File: src/rtl/ifetch_unit.sv
// Instruction fetch stage: single outstanding imem read, timeout, flush with late-response drop.
// Optional performance counters enabled by defining IFETCH_PERF_CNT_EN.
module ifetch_unit #(
    parameter int unsigned TIMEOUT_CYCLES = 16,
    parameter logic [31:0] RESET_INSTR    = 32'h00000013
) (
    input  logic        clk,
    input  logic        reset,
    input  logic [31:0] pc,
    input  logic        fetch_start,
    input  logic        flush,
    output logic        imem_rd_en,
    output logic [31:0] imem_addr,
    input  logic [31:0] imem_rdata,
    input  logic        imem_rvalid,
    output logic [31:0] instr,
    output logic [31:0] instr_pc,
    output logic        instr_valid,
    input  logic        instr_ready,
    output logic        busy,
    output logic        fault,
    output logic [1:0]  fault_code,
    input  logic        fault_clr
`ifdef IFETCH_PERF_CNT_EN
    ,
    output logic [31:0] fetch_count,
    output logic [31:0] stall_count
`endif
);

    localparam int unsigned TW = $clog2(TIMEOUT_CYCLES + 1);
    localparam logic [TW-1:0] TIMER_LAST = TW'(TIMEOUT_CYCLES - 1);

    typedef enum logic [2:0] {
        S_IDLE,
        S_REQ,
        S_WAIT,
        S_HOLD,
        S_FAULT
    } state_e;

    typedef enum logic [1:0] {
        FC_NONE     = 2'b00,
        FC_MISALIGN = 2'b01,
        FC_TIMEOUT  = 2'b10
    } fault_e;

    state_e        state_q;
    fault_e        fault_code_q;
    logic [TW-1:0] timer_q;
    logic [31:0]   addr_q;
    logic [31:0]   instr_q;
    logic [31:0]   instr_pc_q;
    logic          instr_valid_q;
    logic          imem_rd_en_q;
    logic          fault_q;
    logic          drop_pending_q;

    always_ff @(posedge clk or negedge reset) begin
        if (!reset) begin
            state_q        <= S_IDLE;
            fault_code_q   <= FC_NONE;
            timer_q        <= '0;
            addr_q         <= '0;
            instr_q        <= RESET_INSTR;
            instr_pc_q     <= '0;
            instr_valid_q  <= 1'b0;
            imem_rd_en_q   <= 1'b0;
            fault_q        <= 1'b0;
            drop_pending_q <= 1'b0;
        end else begin
            imem_rd_en_q <= 1'b0;
            // The response owed to an aborted request is swallowed whatever state we are in.
            if (drop_pending_q && imem_rvalid) begin
                drop_pending_q <= 1'b0;
            end
            unique case (state_q)
                S_IDLE: begin
                    if (fetch_start && !drop_pending_q) begin
                        if (pc[1:0] != 2'b00) begin
                            state_q      <= S_FAULT;
                            fault_q      <= 1'b1;
                            fault_code_q <= FC_MISALIGN;
                            instr_pc_q   <= pc;
                        end else begin
                            addr_q       <= pc;
                            imem_rd_en_q <= 1'b1;
                            state_q      <= S_REQ;
                        end
                    end
                end
                S_REQ: begin
                    if (flush) begin
                        state_q        <= S_IDLE;
                        drop_pending_q <= 1'b1;
                    end else begin
                        state_q <= S_WAIT;
                        timer_q <= '0;
                    end
                end
                S_WAIT: begin
                    if (flush) begin
                        state_q <= S_IDLE;
                        if (!imem_rvalid) begin
                            drop_pending_q <= 1'b1;
                        end
                    end else if (imem_rvalid) begin
                        instr_q       <= imem_rdata;
                        instr_pc_q    <= addr_q;
                        instr_valid_q <= 1'b1;
                        state_q       <= S_HOLD;
                    end else if (timer_q == TIMER_LAST) begin
                        state_q        <= S_FAULT;
                        fault_q        <= 1'b1;
                        fault_code_q   <= FC_TIMEOUT;
                        drop_pending_q <= 1'b1;
                    end else begin
                        timer_q <= timer_q + TW'(1);
                    end
                end
                S_HOLD: begin
                    if (flush || instr_ready) begin
                        instr_valid_q <= 1'b0;
                        state_q       <= S_IDLE;
                    end
                end
                S_FAULT: begin
                    if (fault_clr) begin
                        fault_q      <= 1'b0;
                        fault_code_q <= FC_NONE;
                        state_q      <= S_IDLE;
                    end
                end
                default: state_q <= S_IDLE;
            endcase
        end
    end

`ifdef IFETCH_PERF_CNT_EN
    logic [31:0] fetch_count_q;
    logic [31:0] stall_count_q;

    always_ff @(posedge clk or negedge reset) begin
        if (!reset) begin
            fetch_count_q <= '0;
            stall_count_q <= '0;
        end else begin
            if (instr_valid_q && instr_ready) begin
                fetch_count_q <= fetch_count_q + 32'd1;
            end
            if (state_q == S_WAIT && !imem_rvalid) begin
                stall_count_q <= stall_count_q + 32'd1;
            end
        end
    end

    assign fetch_count = fetch_count_q;
    assign stall_count = stall_count_q;
`endif

    assign imem_rd_en  = imem_rd_en_q;
    assign imem_addr   = addr_q;
    assign instr       = instr_q;
    assign instr_pc    = instr_pc_q;
    assign instr_valid = instr_valid_q;
    assign fault       = fault_q;
    assign fault_code  = fault_code_q;
    assign busy        = (state_q != S_IDLE) || drop_pending_q;

endmodule

File: config.mk
export PLATFORM = sky130hd
export DESIGN_NAME = ifetch_unit
export DESIGN_NICKNAME = d
export VERILOG_FILES = /design/src/rtl/ifetch_unit.sv
export SDC_FILE = /design/constraint.sdc
export NUM_CORES = 1
export LEC_CHECK = 0
export ABC_AREA = 0
export CAP_MARGIN = 20
export CELL_PAD_IN_SITES_DETAIL_PLACEMENT = 1
export CELL_PAD_IN_SITES_GLOBAL_PLACEMENT = 2
export CORE_ASPECT_RATIO = 1.4
export CORE_MARGIN = 1
export CORE_UTILIZATION = 32
export CTS_BUF_LIST = sky130_fd_sc_hd__clkbuf_8
export CTS_CLUSTER_DIAMETER = 200
export DETAILED_ROUTE_END_ITERATION = 10
export GPL_TIMING_DRIVEN = 0
export PLACE_DENSITY_LB_ADDON = 0.15
export REMOVE_ABC_BUFFERS = 1
export SLEW_MARGIN = 20
export SYNTH_ARGS = -nofsm -noshare
export SYNTH_HDL_FRONTEND = slang
export SYNTH_SLANG_ARGS = --single-unit
File: constraint.sdc
create_clock -name clk -period 4.6 [get_ports clk]
set_clock_uncertainty 0.2 [all_clocks]
set_input_delay 0.92 -clock clk [delete_from_list [all_inputs] [get_ports clk]]
set_output_delay 0.92 -clock clk [all_outputs]
set_load 0.01 [all_outputs]
==> results of run 1 <==
-- flip-flops by register name, summed over array words and instances, names as in the netlist --
name,count
imem_addr,32
state_q,3
fault,1
instr_valid,1
imem_rd_en,1
timer_q,5
instr,32
instr_pc,32
fault_code,2
drop_pending_q,1
-- placed cells by master (no fill, tap or decap), types with 2 or more instances in the layout --
cell,netlist,routed
clkdlybuf4s50_1,0,171
dfrtp_1,107,107
nand2_1,101,100
mux2_2,49,49
mux2_4,47,47
nor2_1,13,13
clkbuf_8,0,10
inv_1,8,8
nand2b_1,6,6
nor3_1,4,4
and2_1,3,3
nand3_1,3,3
xor2_1,3,3
o21ai_0,3,3
clkinvlp_4,0,3
buf_6,8,3
dfstp_2,3,3
and3_1,2,2
a21oi_1,2,2
a31oi_1,2,2
ha_1,2,2
inv_8,0,2
buf_4,0,2
buf_16,0,2
-- through the flow --
step                      TNS (ns)  instance area, sq um  power, mW  util, %  worst slack, ns
after floorplan                  0                  4870       2.59        -             1.68
after global placement     -234.45                  6830       3.61     45.0            -2.02
after detailed placement         0                  6930       3.68     45.7            0.927
after CTS                        0                  7130       4.29     46.9             1.34
after global routing             0                  7130       4.47     46.9             1.26
final                            0                  7130       4.22     46.9             1.36
-- power groups by stage --
stage / sequential (mW) / clock (mW) / combinational, mW
after floorplan: 1.77 / 0 / 0.817
after detailed placement: 1.64 / 0 / 2.04
after global placement: 1.61 / 0 / 2.00
after CTS: 1.63 / 0.613 / 2.05
after global routing: 1.68 / 0.648 / 2.14
final: 1.62 / 0.584 / 2.01
-- layer usage --
metal / up-vias / wire length [um] / track usage [%]
met1: 1808 / 5530 / 20.3
met3: 12 / 946 / 4.88
li1: 1665 / - / -
met2: 129 / 6670 / 29.8
met5: - / 0 / 0
met4: 0 / 179 / 5.41
-- worst max path at each step --
stage,endpoint,cells after the start
floorplan,instr_pc[0]$_DFFE_PN0P_,4
global placement,imem_addr[5]$_DFFE_PN0P_,1
detailed placement,instr_pc[27]$_DFFE_PN0P_,5
CTS,instr_pc[27]$_DFFE_PN0P_,5
global route,instr_pc[8]$_DFFE_PN0P_,5
finish,instr_pc[27]$_DFFE_PN0P_,5
-- synth_stat cells, drive strengths merged, types with 2 or more instances --
master  number  area [sq um]
and2         3          18.8
buf         14           120
dfrtp      107          2680
nor3         5          36.3
nor2        13          48.8
nand3        4          32.5
xor2         3          26.3
a31oi        2          12.5
mux2        96          1260
or3b         2          17.5
and3         3          20.0
inv          8          30.0
nand2      101           379
a21oi        2          10.0
dfstp        3          78.8
o21ai        3          15.0
ha           2          25.0
clkbuf       5          18.8
nand2b       6          37.5
-- cells by family after synthesis --
group / Yosys count
compound gates: 14
xor+xnor: 3
fa+ha+maj: 2
buf+inv: 27
flops: 110
mux: 96
simple gates: 144
-- final cells by class --
type                       instances  area (sq um)  area share (%)
timing repair buffer             178          1820            25.5
clock inverter                     6          53.8           0.755
clock buffer                      10           138            1.93
tap                              192           240            3.37
sequential                       110          2760            38.7
inverter                           8          30.0           0.421
multi-input combinational        259          2090            29.4
-- worst register-to-register path, cell delays in order (launching register included) --
cell and delay (ns):
dfrtp_1 0.74, nor2_1 0.20, a32oi_2 0.35, nand3_4 0.62, mux2_4 0.54
==> summary.md, run 1 <==
| Metric | Value |
|---|---|
| Status | completed |
| Clock sink count | 110 |
| Main flop type after synthesis | dfrtp_1 |
| Slew @ Worst Pin | 0.834 ns |
| P_sw | 1.37 mW |
| Grt total ovfl | 0 |
| DRC | 0 |
| Crit path max-delay family | simple AND/OR/NAND/NOR gates |
| P_int | 2.85 mW |
| Clock share of power | 13.9% |
| Post-route insts no fill | 763 |
| Post-synth cell types | 38 |
| Post-synth EDFFs | 0 |
| Critical path launch point type | primary input |
| Core area | 0.0152 sq mm |
| Die span in y | 150 um |
| Sequential share of the synthesized area | 55.0% |
| Wirelength per Cell | 17.5 um |
| Cell count after synthesis | 396 |
| PortBufs | 172 |
| Worst r2r path cells | 4 |
| Routability cong. | 0.705 |
| Largest net degree at the start of global routing | 67 |
| Relative max-transition margin | 44.2% |
| Register-to-register setup slack | 1.83 ns |
| Synth async-reset ratio | 100% |
| Sequential Power Share | 38.5% |
| Dpl hpwl | 9330 um |
| Die area | 0.0162 sq mm |
| Power per cell area | 592 mW/mm^2 |
| CTS root buf | clkbuf_8 |
| WP buf/inv | 1 |
| Worst Hold Class | in -> async |
| Total Routing Usage GR | 17.2% |
| Area delta synth->final | 42.2% |
| Layout cells sized above 1 | 23.1% |
| Chip width | 108 um |
| Cell Area, Synth | 0.00501 sq mm |
| H-tree depth | 3 |
| Worst-path clk slew | 0.11 ns |
| Leak Pwr | 3.32 nW |
| Post-CTS sizing | 0 |
| Slowest-stage cell, CP | nand3_4 |
| Setup Buffers After CTS | 0 |
| Crit-path max FO | 32 |
| Seq cells post-synth | 110 |
| Period minus WS final | 3.24 ns |
| I/O Pins | 173 |
| Gate power share | 47.6% |
| Post-layout net count | 639 |
| Row count | 53 |
| Crit share post-route | 70.5% |
| Worst setup path start | fetch_start |
| WP data required | 4.66 ns |
| Setup Crit Path Kind | in -> reg |
| Max Fclk | 308 MHz |
| Vias per cell | 4.74 |
| Detail Route Antenna Nets | 0 |
| Max Root-Sink Buffers | 2 |
| Setup violators final | 0 |
| CP Cell Sequence | clkdlybuf4s50_1 > or3b_1 > a32oi_2 > nand3_4 > mux2_4 |
| Syn Area/Cell | 12.7 sq um |
| CTS tree | yes |
| Post-Route WL | 13300 um |
| Fin Hold WS | 0.252 ns |
| CP max stage delay | 0.62 ns |
| RSZ-0062 raised after global routing | no |
| Mux contribution to synthesized area | 25.1% |
| Synth Area in XOR/XNOR | 0.524% |
| First drt pass iteration count | 4 |
| Reg-to-reg startpoint | state_q[2]$_DFFE_PN0P_ |
| Max-cap viol count | 0 |
| YS warnings | 0 |
| Antenna violations before repair | 0 |
| Post-Synth Simple-Gate Area | 13.5% |
| Via count | 3614 |
| Initial Util | 33.0% |
| Largest family of logic cells by synthesized area | multiplexers |
| Vias in the first global route | 3964 |
| Ant. Diodes | 0 |
| Synth Area in Compound Gates | 2.02% |
| Final Max Tran Viols | 0 |
| Total CTS buffers | 9 |
| Adder-Cell Fraction of Synth Area | 0.500% |
| R2R Path End | instr_pc[27]$_DFFE_PN0P_ |
| VDD IR max | 0.228 mV |
| Clock Latency Late Sink | 0.38 ns |
| Worst EP arrival | 3.30 ns |
| Hold_buf cts | 0 |
| Crit end category | flop |
| Final hold vios | 0 |
| Fillers | 1639 |
| Placed cell count | 747 |
| First-pass GRT wire length | 21200 um |
| Initial DRC Count | 91 |
| Sw Share | 32.5% |
No activity file was read; power rests on OpenSTA's default activity.
==> run 2, diff against run 1 <==
--- a/config.mk
+++ b/config.mk
@@ -11,7 +11,7 @@
 export CELL_PAD_IN_SITES_GLOBAL_PLACEMENT = 2
 export CORE_ASPECT_RATIO = 1.4
 export CORE_MARGIN = 1
-export CORE_UTILIZATION = 32
+export CORE_UTILIZATION = 27
 export CTS_BUF_LIST = sky130_fd_sc_hd__clkbuf_8
 export CTS_CLUSTER_DIAMETER = 200
 export DETAILED_ROUTE_END_ITERATION = 10
==> constraint.sdc (replaced) <==
create_clock -name clk -period 2.9 [get_ports clk]
set_clock_uncertainty 0.2 [all_clocks]
set_input_delay 0.58 -clock clk [delete_from_list [all_inputs] [get_ports clk]]
set_output_delay 0.58 -clock clk [all_outputs]
set_load 0.01 [all_outputs]
==> run 2 against run 1 <==
  * Sequential power rose by 59%
  * Critical path depth did not move
  * Flip-flop and latch count unchanged
  * Core utilization down 6.9 points
  * Power rose by 62%
  * Sequential share of layout area is 0.54 points lower
  * Non-clock buffer count increased by 1
  * Routed wire length increased by 5.6%
  * First-iteration DRC count stayed put
  * Setup slack worse by 1.3 ns
  * Die area rose by 18%
  * Critical path type unchanged
  * Largest power group unchanged
==> summary.md, run 2 (same netlist as run 1, synthesis figures left out) <==
| Metric | Value |
|---|---|
| Sequential Power Share | 37.7% (-0.8 points) |
| Row count | 58 (+9.4%) |
| Die area | 0.0191 sq mm (+18%) |
| P_sw | 2.20 mW (+61%) |
| Sw Share | 32.1% (-0.38 points) |
| Clock sink count | 110 (unchanged) |
| Routability cong. | 0.681 (-3.3%) |
| Max-cap viol count | 0 (unchanged) |
| Worst EP arrival | 2.88 ns (-0.42 ns) |
| Wirelength per Cell | 17.3 um (-0.94%) |
| WP data required | 2.98 ns (-1.68 ns) |
| Most frequent cells in the layout | clkdlybuf4s50_1 (171), dfrtp_1 (106), nand2_1 (100), mux2_2 (49), mux2_4 (47) |
| H-tree depth | 3 (unchanged) |
| Largest net degree at the start of global routing | 68 (+1.5%) |
| Crit end category | flop |
| Grt total ovfl | 0 (unchanged) |
| Die span in y | 163 um (+8.7%) |
| Placed inst area | 0.00698 sq mm (+0.65%) |
| Power per cell area | 947 mW/mm^2 (+60%) |
| Final Max Tran Viols | 0 (unchanged) |
| Period minus WS final | 2.81 ns |
| Final hold vios | 0 (unchanged) |
| Chip width | 117 um (+8.7%) |
| Setup Crit Path Kind | in -> reg |
| Gate power share | 47.0% (-0.6 points) |
| Total CTS buffers | 9 (unchanged) |
| CTS tree | yes |
| Status | completed |
| Crit-path max FO | 16 (-50%) |
| CTS root buf | clkbuf_8 |
| Slew @ Worst Pin | 0.807 ns (-0.0275 ns) |
| Clock Latency Late Sink | 0.39 ns (about the same) |
| Leak Pwr | 3.35 nW (+0.73%) |
| Antenna violations before repair | 0 (unchanged) |
| Placed cell count | 795 (+6.4%) |
| Core area | 0.0181 sq mm (+19%) |
| Vias per cell | 4.41 (-6.9%) |
| Post-layout net count | 641 (+0.31%) |
| VDD IR max | 0.443 mV (+94%) |
| Layout cells sized above 1 | 23.2% (+0.094 points) |
| Worst Hold Class | reg -> reg |
| Worst-path clk slew | 0.11 ns (about the same) |
| Crit share post-route | 96.8% |
| I/O Pins | 173 (unchanged) |
| RSZ-0062 raised after global routing | no |
| Setup violators final | 0 (unchanged) |
| Vias in the first global route | 4090 (+3.2%) |
| First-pass GRT wire length | 22400 um (+5.7%) |
| Detail Route Antenna Nets | 0 (unchanged) |
| Max Fclk | 356 MHz |
| Post-route insts no fill | 813 (+6.6%) |
| Area delta synth->final | 44.3% |
| Fillers | 1977 (+21%) |
| Commonest non-fill, non-tap cell in the layout | clkdlybuf4s50_1 |
| Initial DRC Count | 91 (unchanged) |
| Critical path launch point type | primary input |
| Initial Util | 27.7% (-5.3 points) |
| First drt pass iteration count | 2 (-2) |
| Max Root-Sink Buffers | 2 (unchanged) |
| DRC | 0 (unchanged) |
| Ant. Diodes | 0 (unchanged) |
| Total Routing Usage GR | 15.7% (-1.5 points) |
| Relative max-transition margin | 46.0% (+1.8 points) |
| Via count | 3585 (-0.80%) |
| Clock share of power | 15.3% (+1.4 points) |
| PortBufs | 172 (unchanged) |
| Dpl hpwl | 9660 um (+3.6%) |
| Design area | 0.00723 sq mm (+1.5%) |
| P_int | 4.65 mW (+63%) |
| Setup Buffers After CTS | 0 (unchanged) |
| Post-Route WL | 14100 um (+5.6%) |
-- run 2: changes by cell type in the layout (fill, tap and decap cells not counted), sizes merged --
cell	previous run	this run
nand3	4	5
clkinvlp	3	2
clkbuf	10	9
clkinv	0	1
dlygate4sd3	0	1
inv	11	10
bufinv	0	2
-- run 2: worst paths after layout --
path | from | endpoint | cells past startpoint | slack (ns)
worst max-delay path | fetch_start | instr_pc[12]$_DFFE_PN0P_ | 5 | 0.09
worst min-delay path | fault$_DFFE_PN0P_ | fault$_DFFE_PN0P_ | 1 | 0.30
worst max register to register | state_q[1]$_DFFE_PN0P_ | instr_pc[12]$_DFFE_PN0P_ | 4 | 0.26
worst min register to register | fault$_DFFE_PN0P_ | fault$_DFFE_PN0P_ | 1 | 0.30
max in group asynchronous | reset | instr[1]$_DFFE_PN1N_ | 3 | 1.30
min in group asynchronous | reset | imem_addr[31]$_DFFE_PN0P_ | 2 | 0.46
-- run 2: per-stage QoR --
step	setup TNS (ns)	utilization (%)	hold WS (ns)	setup WS [ns]	power, mW
after floorplan	-0.559	-	0.0844	-0.0177	4.11
after global placement	-476.05	38.1	0.278	-3.53	5.76
after detailed placement	-18.05	38.6	0.286	-0.455	5.84
after CTS	0	40.0	0.311	0.0394	6.98
after global routing	0	40.0	0.321	0.00307	7.29
final	0	40.0	0.304	0.0940	6.85
-- run 2: area by class of cell --
| type | instances | area, sq um | share of cell area, % |
|---|---|---|---|
| clock inverter | 7 | 98.8 | 1.37 |
| inverter | 8 | 30.0 | 0.415 |
| sequential | 110 | 2760 | 38.1 |
| timing repair buffer | 179 | 1810 | 25.0 |
| multi-input combinational | 260 | 2110 | 29.2 |
| clock buffer | 9 | 124 | 1.71 |
| tap | 240 | 300 | 4.15 |
-- run 2: worst max-delay path: stages --
cell             delay [ns]
clkdlybuf4s50_1        0.56
or3b_1                 0.39
a32oi_2                0.47
nand3_4                0.43
mux2_4                 0.45
-- run 2: repair_timing --
| item | CTS | global route |
|---|---|---|
| resized for setup | 1 | 1 |
| setup endpoints to repair | 32 | 32 |
| gates cloned | 1 | 0 |
| hold buffers | 1 | 0 |
| endpoints found under the hold margin | 43 | 0 |
| pin swaps | 1 | 0 |
-- run 2: power groups by stage --
| stage | sequential (mW) | clock (mW) | combinational [mW] |
|---|---|---|---|
| 2_1_floorplan | 2.81 | 0 | 1.30 |
| 3_3_place_gp | 2.57 | 0 | 3.20 |
| 3_5_place_dp | 2.60 | 0 | 3.24 |
| 4_1_cts | 2.59 | 1.10 | 3.29 |
| 5_1_grt | 2.67 | 1.15 | 3.47 |
| 6_report | 2.58 | 1.04 | 3.22 |
-- run 2: layer usage --
layer	part of all wire, %	global-route usage, %	up-vias
met1	39	18.1	1799
met4	1.5	6.04	0
met2	52	27.0	105
met3	7.4	4.68	10
li1	-	-	1671
met5	0	0	-
